`src/rtl/wbs_sram_pkg.sv`:
```
// wbs_sram_pkg: shared types and helpers for the Wishbone SRAM slave.
package wbs_sram_pkg;
    typedef enum logic [2:0] {IDLE, WAIT, ACC, RESP, ERR} state_t;
    localparam int WAIT_CNT_W = 4;
    localparam int ADR_MAX_W = 64;
    function automatic logic [ADR_MAX_W-1:0] word_addr(input logic [ADR_MAX_W-1:0] adr);
        return adr >> 2;
    endfunction
endpackage

```
`src/rtl/wbs_burst_addr_gen.sv`:
```
// wbs_burst_addr_gen: burst word-address and beat tracking with end-of-memory lookahead.
module wbs_burst_addr_gen #(
    parameter int MEM_WORDS = 16384,
    parameter int MEM_AW = 14,
    parameter int BL_W = 10
) (
    input  logic              clk_i,
    input  logic              rst_n,
    input  logic              load,
    input  logic              adv,
    input  logic [MEM_AW-1:0] base,
    input  logic [BL_W-1:0]   bl,
    output logic [MEM_AW-1:0] addr,
    output logic              last,
    output logic              next_oor
);
    logic [BL_W-1:0] beat;
    logic [BL_W-1:0] bl_q;
    always_ff @(posedge clk_i or negedge rst_n) begin
        if (!rst_n) begin
            addr <= '0;
            beat <= '0;
            bl_q <= '0;
        end else if (load) begin
            addr <= base;
            beat <= '0;
            bl_q <= (bl == '0) ? BL_W'(1) : bl;
        end else if (adv) begin
            addr <= addr + 1'b1;
            beat <= beat + 1'b1;
        end
    end
    assign last = beat == bl_q - BL_W'(1);
    // One extra bit so the step past the top word is visible even for power-of-two depths
    assign next_oor = ({1'b0, addr} + 1'b1) >= (MEM_AW + 1)'(MEM_WORDS);
endmodule

```
`src/rtl/wbs_sram_ctrl.sv`:
```
// wbs_sram_ctrl: Wishbone slave fronting a 1-cycle-latency synchronous SRAM,
// with incrementing bursts, byte-lane writes, wait states and address errors.
module wbs_sram_ctrl
    import wbs_sram_pkg::*;
#(
    parameter int DW = 32,
    parameter int AW = 32,
    parameter int MEM_WORDS = 16384,
    parameter int WAIT_STATES = 0,
    parameter int BL_W = 10,
    localparam int SEL_W = DW / 8,
    localparam int MEM_AW = $clog2(MEM_WORDS)
) (
    input  logic              clk_i,
    input  logic              rst_n,
    input  logic              s_wbd_cyc_i,
    input  logic              s_wbd_stb_i,
    input  logic              s_wbd_we_i,
    input  logic [AW-1:0]     s_wbd_adr_i,
    input  logic [SEL_W-1:0]  s_wbd_sel_i,
    input  logic [DW-1:0]     s_wbd_dat_i,
    input  logic [BL_W-1:0]   s_wbd_bl_i,
    input  logic              s_wbd_bry_i,
    output logic [DW-1:0]     s_wbd_dat_o,
    output logic              s_wbd_ack_o,
    output logic              s_wbd_lack_o,
    output logic              s_wbd_err_o,
    output logic              mem_cs_o,
    output logic              mem_we_o,
    output logic [SEL_W-1:0]  mem_wmask_o,
    output logic [MEM_AW-1:0] mem_addr_o,
    output logic [DW-1:0]     mem_wdata_o,
    input  logic [DW-1:0]     mem_rdata_i
);
    state_t state, state_nx, beat_start;
    logic [WAIT_CNT_W-1:0] wcnt;
    logic we_q, held, accept, in_range, ack, acc, beat_go, last, next_oor;
    logic [SEL_W-1:0] sel_q;
    logic [ADR_MAX_W-1:0] wa;
    logic [MEM_AW-1:0] addr;

    assign wa = word_addr(ADR_MAX_W'(s_wbd_adr_i));
    assign in_range = wa < ADR_MAX_W'(MEM_WORDS);
    assign accept = state == IDLE && s_wbd_cyc_i && s_wbd_stb_i;
    assign beat_start = (WAIT_STATES > 0) ? WAIT : ACC;
    // held marks the stall cycles after a beat's ack while the master is not ready
    assign ack = state == RESP && !held && s_wbd_cyc_i;
    assign beat_go = state == RESP && s_wbd_cyc_i && !last && s_wbd_bry_i;

    wbs_burst_addr_gen #(.MEM_WORDS(MEM_WORDS), .MEM_AW(MEM_AW), .BL_W(BL_W)) u_addr (
        .clk_i(clk_i),
        .rst_n(rst_n),
        .load(accept),
        .adv(beat_go),
        .base(wa[MEM_AW-1:0]),
        .bl(s_wbd_bl_i),
        .addr(addr),
        .last(last),
        .next_oor(next_oor)
    );

    always_comb begin
        state_nx = state;
        unique case (state)
            IDLE: if (accept) state_nx = in_range ? beat_start : ERR;
            WAIT: if (wcnt == WAIT_CNT_W'(WAIT_STATES - 1)) state_nx = ACC;
            ACC:  state_nx = RESP;
            RESP: if (ack && last) state_nx = IDLE;
                  else if (s_wbd_bry_i) state_nx = next_oor ? ERR : beat_start;
            ERR:  state_nx = IDLE;
            default: state_nx = IDLE;
        endcase
        if (state != IDLE && !s_wbd_cyc_i) state_nx = IDLE;
    end

    always_ff @(posedge clk_i or negedge rst_n) begin
        if (!rst_n) begin
            state <= IDLE;
            wcnt <= '0;
            held <= 1'b0;
            we_q <= 1'b0;
            sel_q <= '0;
        end else begin
            state <= state_nx;
            wcnt <= (state == WAIT && state_nx == WAIT) ? wcnt + 1'b1 : '0;
            held <= state == RESP && state_nx == RESP;
            if (accept) begin
                we_q <= s_wbd_we_i;
                sel_q <= s_wbd_sel_i;
            end
        end
    end

    // A write with no enabled lanes completes on the bus without touching the SRAM
    assign acc = state == ACC && s_wbd_cyc_i;
    assign mem_cs_o = acc && (!we_q || |sel_q);
    assign mem_we_o = mem_cs_o && we_q;
    assign mem_wmask_o = mem_we_o ? sel_q : '0;
    assign mem_wdata_o = mem_we_o ? s_wbd_dat_i : '0;
    assign mem_addr_o = mem_cs_o ? addr : '0;
    assign s_wbd_ack_o = ack;
    assign s_wbd_lack_o = ack && last;
    assign s_wbd_err_o = state == ERR && s_wbd_cyc_i;
    assign s_wbd_dat_o = (ack && !we_q) ? mem_rdata_i : '0;
endmodule

```
`config.mk`:
```
export PLATFORM = sky130hd
export DESIGN_NAME = wbs_sram_ctrl
export DESIGN_NICKNAME = d
export VERILOG_FILES = /design/src/rtl/wbs_sram_pkg.sv /design/src/rtl/wbs_burst_addr_gen.sv /design/src/rtl/wbs_sram_ctrl.sv
export SDC_FILE = /design/constraint.sdc
export NUM_CORES = 1
export LEC_CHECK = 0
export BUFFER_PORTS_ARGS = -buffer_cell sky130_fd_sc_hd__buf_2
export CORE_ASPECT_RATIO = 1.2
export CORE_MARGIN = 1
export CORE_UTILIZATION = 30
export CTS_BUF_LIST = sky130_fd_sc_hd__clkbuf_4
export DETAILED_ROUTE_END_ITERATION = 10
export PLACE_DENSITY = 0.66
export SLEW_MARGIN = 15
export SYNTH_ARGS = -nofsm -noshare
export SYNTH_HDL_FRONTEND = slang
export SYNTH_SLANG_ARGS = --single-unit
```
`constraint.sdc`:
```
create_clock -name clk_i -period 8.4 [get_ports clk_i]
set_clock_uncertainty 0.2 [all_clocks]
set_input_delay 0.42 -clock clk_i [delete_from_list [all_inputs] [get_ports clk_i]]
set_output_delay 0.42 -clock clk_i [all_outputs]
set_load 0.1 [all_outputs]
```
==> flow_metrics.py, run 1 <==
metrics = {
    "detailed_routing": {
        "routed_wl_microns": 11000,
        "route.detailed.drc": 0,
        "vias": 3779,
        "viasPerCell": 4.97,
        "wl_per_cell_microns": 14.5,
        "first_pass_iters": 5,
        "drt-initial-drc-count": 141,
        "postRouteAntennaNets": 0,
    },
    "synthesis": {
        "synth-edff-count": 0,
        "syn_inst": 420,
        "syn_avg_cell_area_sq_um": 8.14,
        "syn_nets": 540,
        "ys_ff_latch": 47,
        "ys_types": 53,
        "synthTopCellsByArea": "dfrtp_1 34%, and2_1 8.8%, and3_1 7.3%, nand2_1 6.0%, xor2_1 3.3%",
        "yosysTopAreaCellShare_pct": 34.4,
        "synth-async-reset-ratio_pct": 100,
        "syn_area_sq_um": 3420,
        "synthFlopType": "dfrtp_1",
        "yosysSeqAreaShare_pct": 34.4,
        "yosys_warnings": 0,
        "synth_top_area_cell": "dfrtp_1",
    },
    "placement": {
        "placed_cells_incl_taps": 752,
        "gp_congestion": 0.772,
        "place_hpwl_microns": 8390,
        "numPortBuffers": 200,
        "pre_cts_ws_ns": 4.88,
    },
    "timing": {
        "worstMarginPinSlew_ns": 0.948,
        "fin_crit_ns": 3.79,
        "rsz0062_at_grt": "false",
        "relSlewSlack_pct": 36.8,
        "setup-violations-final": 0,
        "finalCritPeriodShare_pct": 45.2,
        "finalSetupTns_ns": 0,
        "fmax_ghz": 0.264,
        "final_hold_viol_count": 0,
        "setup_slack_ns": 4.61,
        "maxSlewViolCount": 0,
    },
    "cells_and_area": {
        "fillers": 1121,
        "final_util_pct": 41.7,
        "area.growth.synth_to_final_pct": 35.1,
        "regArea_sq_um": 1180,
        "stdcell_count": 760,
        "drive_gt1_share_pct": 37.3,
        "num-nets-final": 726,
        "antenna_cells": 0,
        "multiInputGateArea_sq_um": 2100,
    },
    "cts": {
        "worstSkewPairLatency_ns": 0.37,
        "cts_resized": 0,
        "cts_inserted_buffers": 5,
        "ctsRootBufferMaster": "clkbuf_4",
        "cts_tree": "yes",
        "h-tree-depth": 2,
        "cts.path.max_buffers": 2,
        "cts.sinks": 47,
        "clk_pin_slew_ns": 0.16,
    },
    "die": {
        "die_x_microns": 99.5,
        "initial_core_util_pct": 30.9,
        "die_h_microns": 119,
        "io_pins": 203,
        "die_area_sq_um": 11800,
        "row_count": 42,
        "fp.coreArea_sq_um": 11100,
    },
    "hold_path": {
        "hp-class": "primary input to flip-flop",
    },
    "worst_setup_path": {
        "worst_ep_arrival_time_ns": 3.17,
        "required_ns": 7.78,
        "critPathKind": "flip-flop to primary output",
        "critPathLaunchType": "flip-flop",
        "crit_chain": "inv_1, ha_1, nor4b_2, xor2_1, o22a_1, a211o_4, nor4_4, buf_2",
        "cp-end-kind": "primary output",
        "critPathMaxStageDelay_ns": 0.51,
        "cp_max_fo": 9,
        "crit_slowest_cell": "dfrtp_1",
    },
    "grt": {
        "grt_pass1_wl_microns": 17500,
        "grt_pass1_vias": 3561,
        "grt_overflow": 0,
        "grtUsageTotal_pct": 18.2,
        "antenna_found_initial": 0,
        "grt_max_degree": 48,
    },
    "flow_run": {
        "maxCapViolCount": 0,
    },
    "power_and_ir_drop": {
        "combPwrFrac_pct": 25.6,
        "p_clk_share_pct": 23.6,
        "p_seq_share_pct": 50.8,
        "p_switching_mw": 0.204,
        "p_leak_nw": 2.49,
        "power_density_nw_per_um2": 128,
        "vdd_ir_drop_max_v": 0.0000542,
        "intPower_mw": 0.388,
        "swShare_pct": 34.4,
    },
    "outcome": {
        "status": "complete, no violations",
    },
}
per-stage QoR:
stage                     cell area [sq um]  power [mW]  hold WS (ns)
final                                  4620       0.592        0.0389
after floorplan                        3420       0.394       -0.0756
after CTS                              4620       0.598        0.0281
after global placement                 4530       0.447         0.252
after detailed placement               4530       0.456         0.254
after global routing                   4620       0.630        0.0373
cells in the mapped netlist (10+ instances only):
| library cell | n |
|---|---|
| xor2_1 | 13 |
| clkbuf_1 | 22 |
| dfrtp_1 | 47 |
| and3_1 | 40 |
| nand2_1 | 55 |
| and2_1 | 48 |
| a21oi_1 | 14 |
| nor2_1 | 30 |
| o21ai_0 | 11 |
| or3_1 | 10 |
| nand3_1 | 12 |
critical path: cells and delay by family (launching register included):
family | cells | cell delay (ns)
AO/OA/AOI/OAI | 2 | 0.64
XOR/XNOR | 1 | 0.11
adder cells (fa/ha/maj) | 1 | 0.33
buffers and inverters | 2 | 0.61
flip-flops | 1 | 0.51
AND/OR/NAND/NOR | 2 | 0.61
flip-flops by register name, indices dropped and copies added, names as in the netlist:
name         cells
state            3
sel_q            4
held             1
we_q             1
u_addr.beat     10
u_addr.bl_q     10
wcnt             4
u_addr.addr     14
final cells by class:
type / count / area share (%)
Clock inverter: 1 / 0.650
Tap cell: 154 / 4.17
Clock buffer: 6 / 0.974
Inverter: 9 / 0.731
Timing Repair Buffer: 205 / 22.5
Multi-Input combinational cell: 338 / 45.5
Sequential cell: 47 / 25.4
what timing repair did:
| item | in CTS | in global routing |
|---|---|---|
| endpoints found under the hold margin | 47 | 0 |
| buffers inserted | 0 | 0 |
| hold buffers | 1 | 0 |
cells by family (layout without fill, tap and decap cells):
| family | Yosys count | after routing | share of synthesized area (%) |
|---|---|---|---|
| AO/OA/AOI/OAI | 66 | 66 | 13.6 |
| XOR/XNOR | 21 | 21 | 5.38 |
| adder cells (fa/ha/maj) | 4 | 4 | 1.46 |
| buffers and inverters | 35 | 221 | 4.54 |
| flip-flops | 47 | 47 | 34.4 |
| multiplexers | 4 | 4 | 1.21 |
| AND/OR/NAND/NOR | 243 | 243 | 39.4 |
placed cells by master, fill, tap and decap left out, types with 5 or more instances in the layout:
cell type	n
buf_2	200
nand2_1	55
and2_1	48
dfrtp_1	47
and3_1	40
nor2_1	30
xor2_1	13
a21oi_1	13
nand3_1	12
o21ai_0	11
or3_1	10
inv_1	9
nor3_1	8
xnor2_1	8
o21ai_1	7
nand4_1	6
nor4_1	6
clkbuf_4	6
o211ai_1	5
nand3b_1	5
a31oi_1	5
power groups by stage:
| stage | Clock (mW) | Combinational (mW) | Sequential [mW] |
|---|---|---|---|
| after floorplan | 0 | 0.113 | 0.281 |
| final | 0.140 | 0.152 | 0.301 |
| after global placement | 0 | 0.146 | 0.301 |
| after global routing | 0.153 | 0.170 | 0.307 |
| after detailed placement | 0 | 0.152 | 0.304 |
| after CTS | 0.146 | 0.152 | 0.300 |
routing by layer:
metal	track usage (%)	vias to the layer above	wire, microns
li1	-	1842	-
met1	25.2	1788	5030
met2	29.6	145	5230
met3	3.93	4	702
met4	2.76	0	51
met5	0	-	0
final timing paths:
check | depth (start not counted) | slack, ns | end | start
max | 8 | 4.61 | s_wbd_lack_o | u_addr.bl_q[0]$_DFFE_PN0P_
min reg2reg | 1 | 0.27 | wcnt[0]$_DFF_PN0_ | wcnt[0]$_DFF_PN0_
min | 3 | 0.04 | u_addr.addr[6]$_DFFE_PN0P_ | s_wbd_adr_i[8]
min in group asynchronous | 3 | 0.45 | u_addr.addr[9]$_DFFE_PN0P_ | rst_n
max reg2reg | 9 | 4.97 | u_addr.addr[2]$_DFFE_PN0P_ | u_addr.bl_q[0]$_DFFE_PN0P_
max in group asynchronous | 3 | 7.07 | u_addr.bl_q[5]$_DFFE_PN0P_ | rst_n
Note: power is estimated with default switching activity, not from simulation.
==> run 2, diff against run 1 <==
Settings changed: PLACE_DENSITY 0.66 to 0.68.
Clock period 8.4 ns to 3.1 ns, I/O delays scaled along.
==> run 2 against run 1 <==
Count of clock-buffer cells in the layout fell by 1. Worst hold slack got worse by 0.011 ns. Core utilization rose by 5.2 points. Power rose to 2.8 times the previous value. Register-to-register slack got worse by 4.7 ns. Cell count rose by 5.9%. Worst setup slack got worse by 4.5 ns. Critical path depth did not move. First-iteration DRC count rose by 29%. Combinational power rose to 3.5 times the previous value. Critical endpoint unchanged. Largest cell class unchanged. Largest power group unchanged. Highest routed layer unchanged.
==> flow_metrics.py, run 2 (synthesis results as in run 1) <==
metrics = {
    "outcome": {
        "status": "complete, no violations",
    },
    "power_and_ir_drop": {
        "p_clk_share_pct": 17.9,
        "power_density_nw_per_um2": 313,
        "swShare_pct": 36.5,
        "power.total_mw": 1.63,
        "p_switching_mw": 0.595,
        "p_leak_nw": 2.65,
        "p_seq_share_pct": 49.2,
        "intPower_mw": 1.03,
        "vdd_ir_drop_max_v": 0.000179,
        "combPwrFrac_pct": 32.9,
    },
    "die": {
        "io_pins": 203,
        "die_area_sq_um": 11800,
        "row_count": 42,
        "fp.coreArea_sq_um": 11100,
        "die_h_microns": 119,
        "die_x_microns": 99.5,
        "initial_core_util_pct": 30.9,
    },
    "worst_setup_path": {
        "reg2reg_slack_ns": 0.26,
        "cp_max_fo": 8,
        "required_ns": 2.74,
        "worst_ep_arrival_time_ns": 2.61,
        "critPathKind": "flip-flop to primary output",
        "critPathLaunchType": "flip-flop",
        "cp-end-kind": "primary output",
    },
    "timing": {
        "relSlewSlack_pct": 58.2,
        "worstMarginPinSlew_ns": 0.627,
        "finalCritPeriodShare_pct": 95.8,
        "fmax_ghz": 0.337,
        "setup-violations-final": 0,
        "fin_crit_ns": 2.97,
        "final_hold_viol_count": 0,
        "finalSetupTns_ns": 0,
        "setup_slack_ns": 0.131,
        "maxSlewViolCount": 0,
        "holdWs_ns": 0.0275,
        "rsz0062_at_grt": "true",
    },
    "placement": {
        "gp_congestion": 0.839,
        "pre_cts_ws_ns": 0.141,
        "numPortBuffers": 200,
        "place_hpwl_microns": 8380,
        "place_area_sq_um": 4640,
    },
    "detailed_routing": {
        "routed_wl_microns": 11700,
        "postRouteAntennaNets": 0,
        "wl_per_cell_microns": 14.5,
        "vias": 3947,
        "drt-initial-drc-count": 182,
        "first_pass_iters": 4,
        "route.detailed.drc": 0,
        "viasPerCell": 4.90,
    },
    "cells_and_area": {
        "regArea_sq_um": 1180,
        "final_common_cell": "buf_2",
        "multiInputGateArea_sq_um": 2180,
        "final_cell_mix": "159 x buf_2, 55 x nand2_1, 48 x and2_1, 43 x clkbuf_4, 43 x dfrtp_1",
        "drive_gt1_share_pct": 37.8,
        "final_area_sq_um": 5200,
        "fillers": 1114,
        "reg.largest.list": "u_addr.addr x14, u_addr.beat x10, u_addr.bl_q x10",
        "largest-register": "u_addr.addr",
        "largest_reg_flops": 14,
        "area.growth.synth_to_final_pct": 52.0,
        "num-nets-final": 770,
        "antenna_cells": 0,
    },
    "cts": {
        "ctsRootBufferMaster": "clkbuf_4",
        "cts_tree": "yes",
        "worstSkewPairLatency_ns": 0.36,
        "clk_pin_slew_ns": 0.15,
        "cts.sinks": 47,
        "cts.path.max_buffers": 2,
        "cts_inserted_buffers": 5,
        "h-tree-depth": 2,
    },
    "grt": {
        "grt_max_degree": 53,
        "grt_pass1_wl_microns": 17900,
        "grt_pass1_vias": 3758,
        "antenna_found_initial": 0,
        "grtUsageTotal_pct": 18.6,
        "grt_overflow": 0,
    },
    "hold_path": {
        "hp-class": "primary input to flip-flop",
    },
    "flow_run": {
        "maxCapViolCount": 0,
    },
}
[run 2: critical path, cell delays in order, from the launching register on]
cell     delay (ns)
dfrtp_2        0.48
inv_2          0.09
ha_4           0.19
nor4b_4        0.24
xor2_1         0.10
o22a_1         0.21
a211o_4        0.36
nor4_4         0.34
buf_12         0.22
[run 2: final timing paths]
path	cells after the start	from	to
setup / recovery	8	u_addr.bl_q[1]$_DFFE_PN0P_	s_wbd_lack_o
hold / removal	3	s_wbd_bry_i	held$_DFF_PN0_
setup reg to reg	11	u_addr.bl_q[1]$_DFFE_PN0P_	u_addr.addr[0]$_DFFE_PN0P_
hold reg to reg	1	wcnt[0]$_DFF_PN0_	wcnt[0]$_DFF_PN0_
max in group asynchronous	2	rst_n	u_addr.bl_q[1]$_DFFE_PN0P_
min in group asynchronous	2	rst_n	u_addr.addr[4]$_DFFE_PN0P_
[run 2: stage by stage]
| step | instances | utilization [%] |
|---|---|---|
| 6_report | 805 | 46.9 |
| 5_1_grt | 805 | 46.9 |
| 4_1_cts | 797 | 45.3 |
| 3_5_place_dp | 757 | 41.9 |
| 3_3_place_gp | 757 | 41.9 |
| 2_1_floorplan | 420 | - |
[run 2: what timing repair did]
action	CTS	global route
pin swaps	0	4
gates cloned	0	2
gates resized for setup	3	42
endpoints found under the setup margin	2	67
setup buffers	0	6
hold endpoints to repair	78	0
hold buffers	32	0
[run 2: power groups by stage]
stage / Sequential [mW] / Combinational (mW) / Clock (mW)
floorplan: 0.768 / 0.325 / 0
finish: 0.801 / 0.537 / 0.291
global placement: 0.801 / 0.450 / 0
detailed placement: 0.806 / 0.469 / 0
CTS: 0.795 / 0.501 / 0.300
global route: 0.816 / 0.596 / 0.324
[run 2: metal layers]
layer	up-vias	GRT usage [%]	share of wire (%)
li1	1935	-	-
met1	1843	26.0	45
met2	152	30.6	49
met3	17	2.23	5.0
met4	0	4.04	1.1
met5	-	0	0
[run 2: final cells by class]
type | count | area share (%)
sequential | 47 | 22.7
clock buffer | 5 | 0.722
clock inverter | 3 | 0.289
inverter | 9 | 0.698
multi-input combinational | 340 | 41.8
timing repair buffer | 247 | 30.0
tap | 154 | 3.71
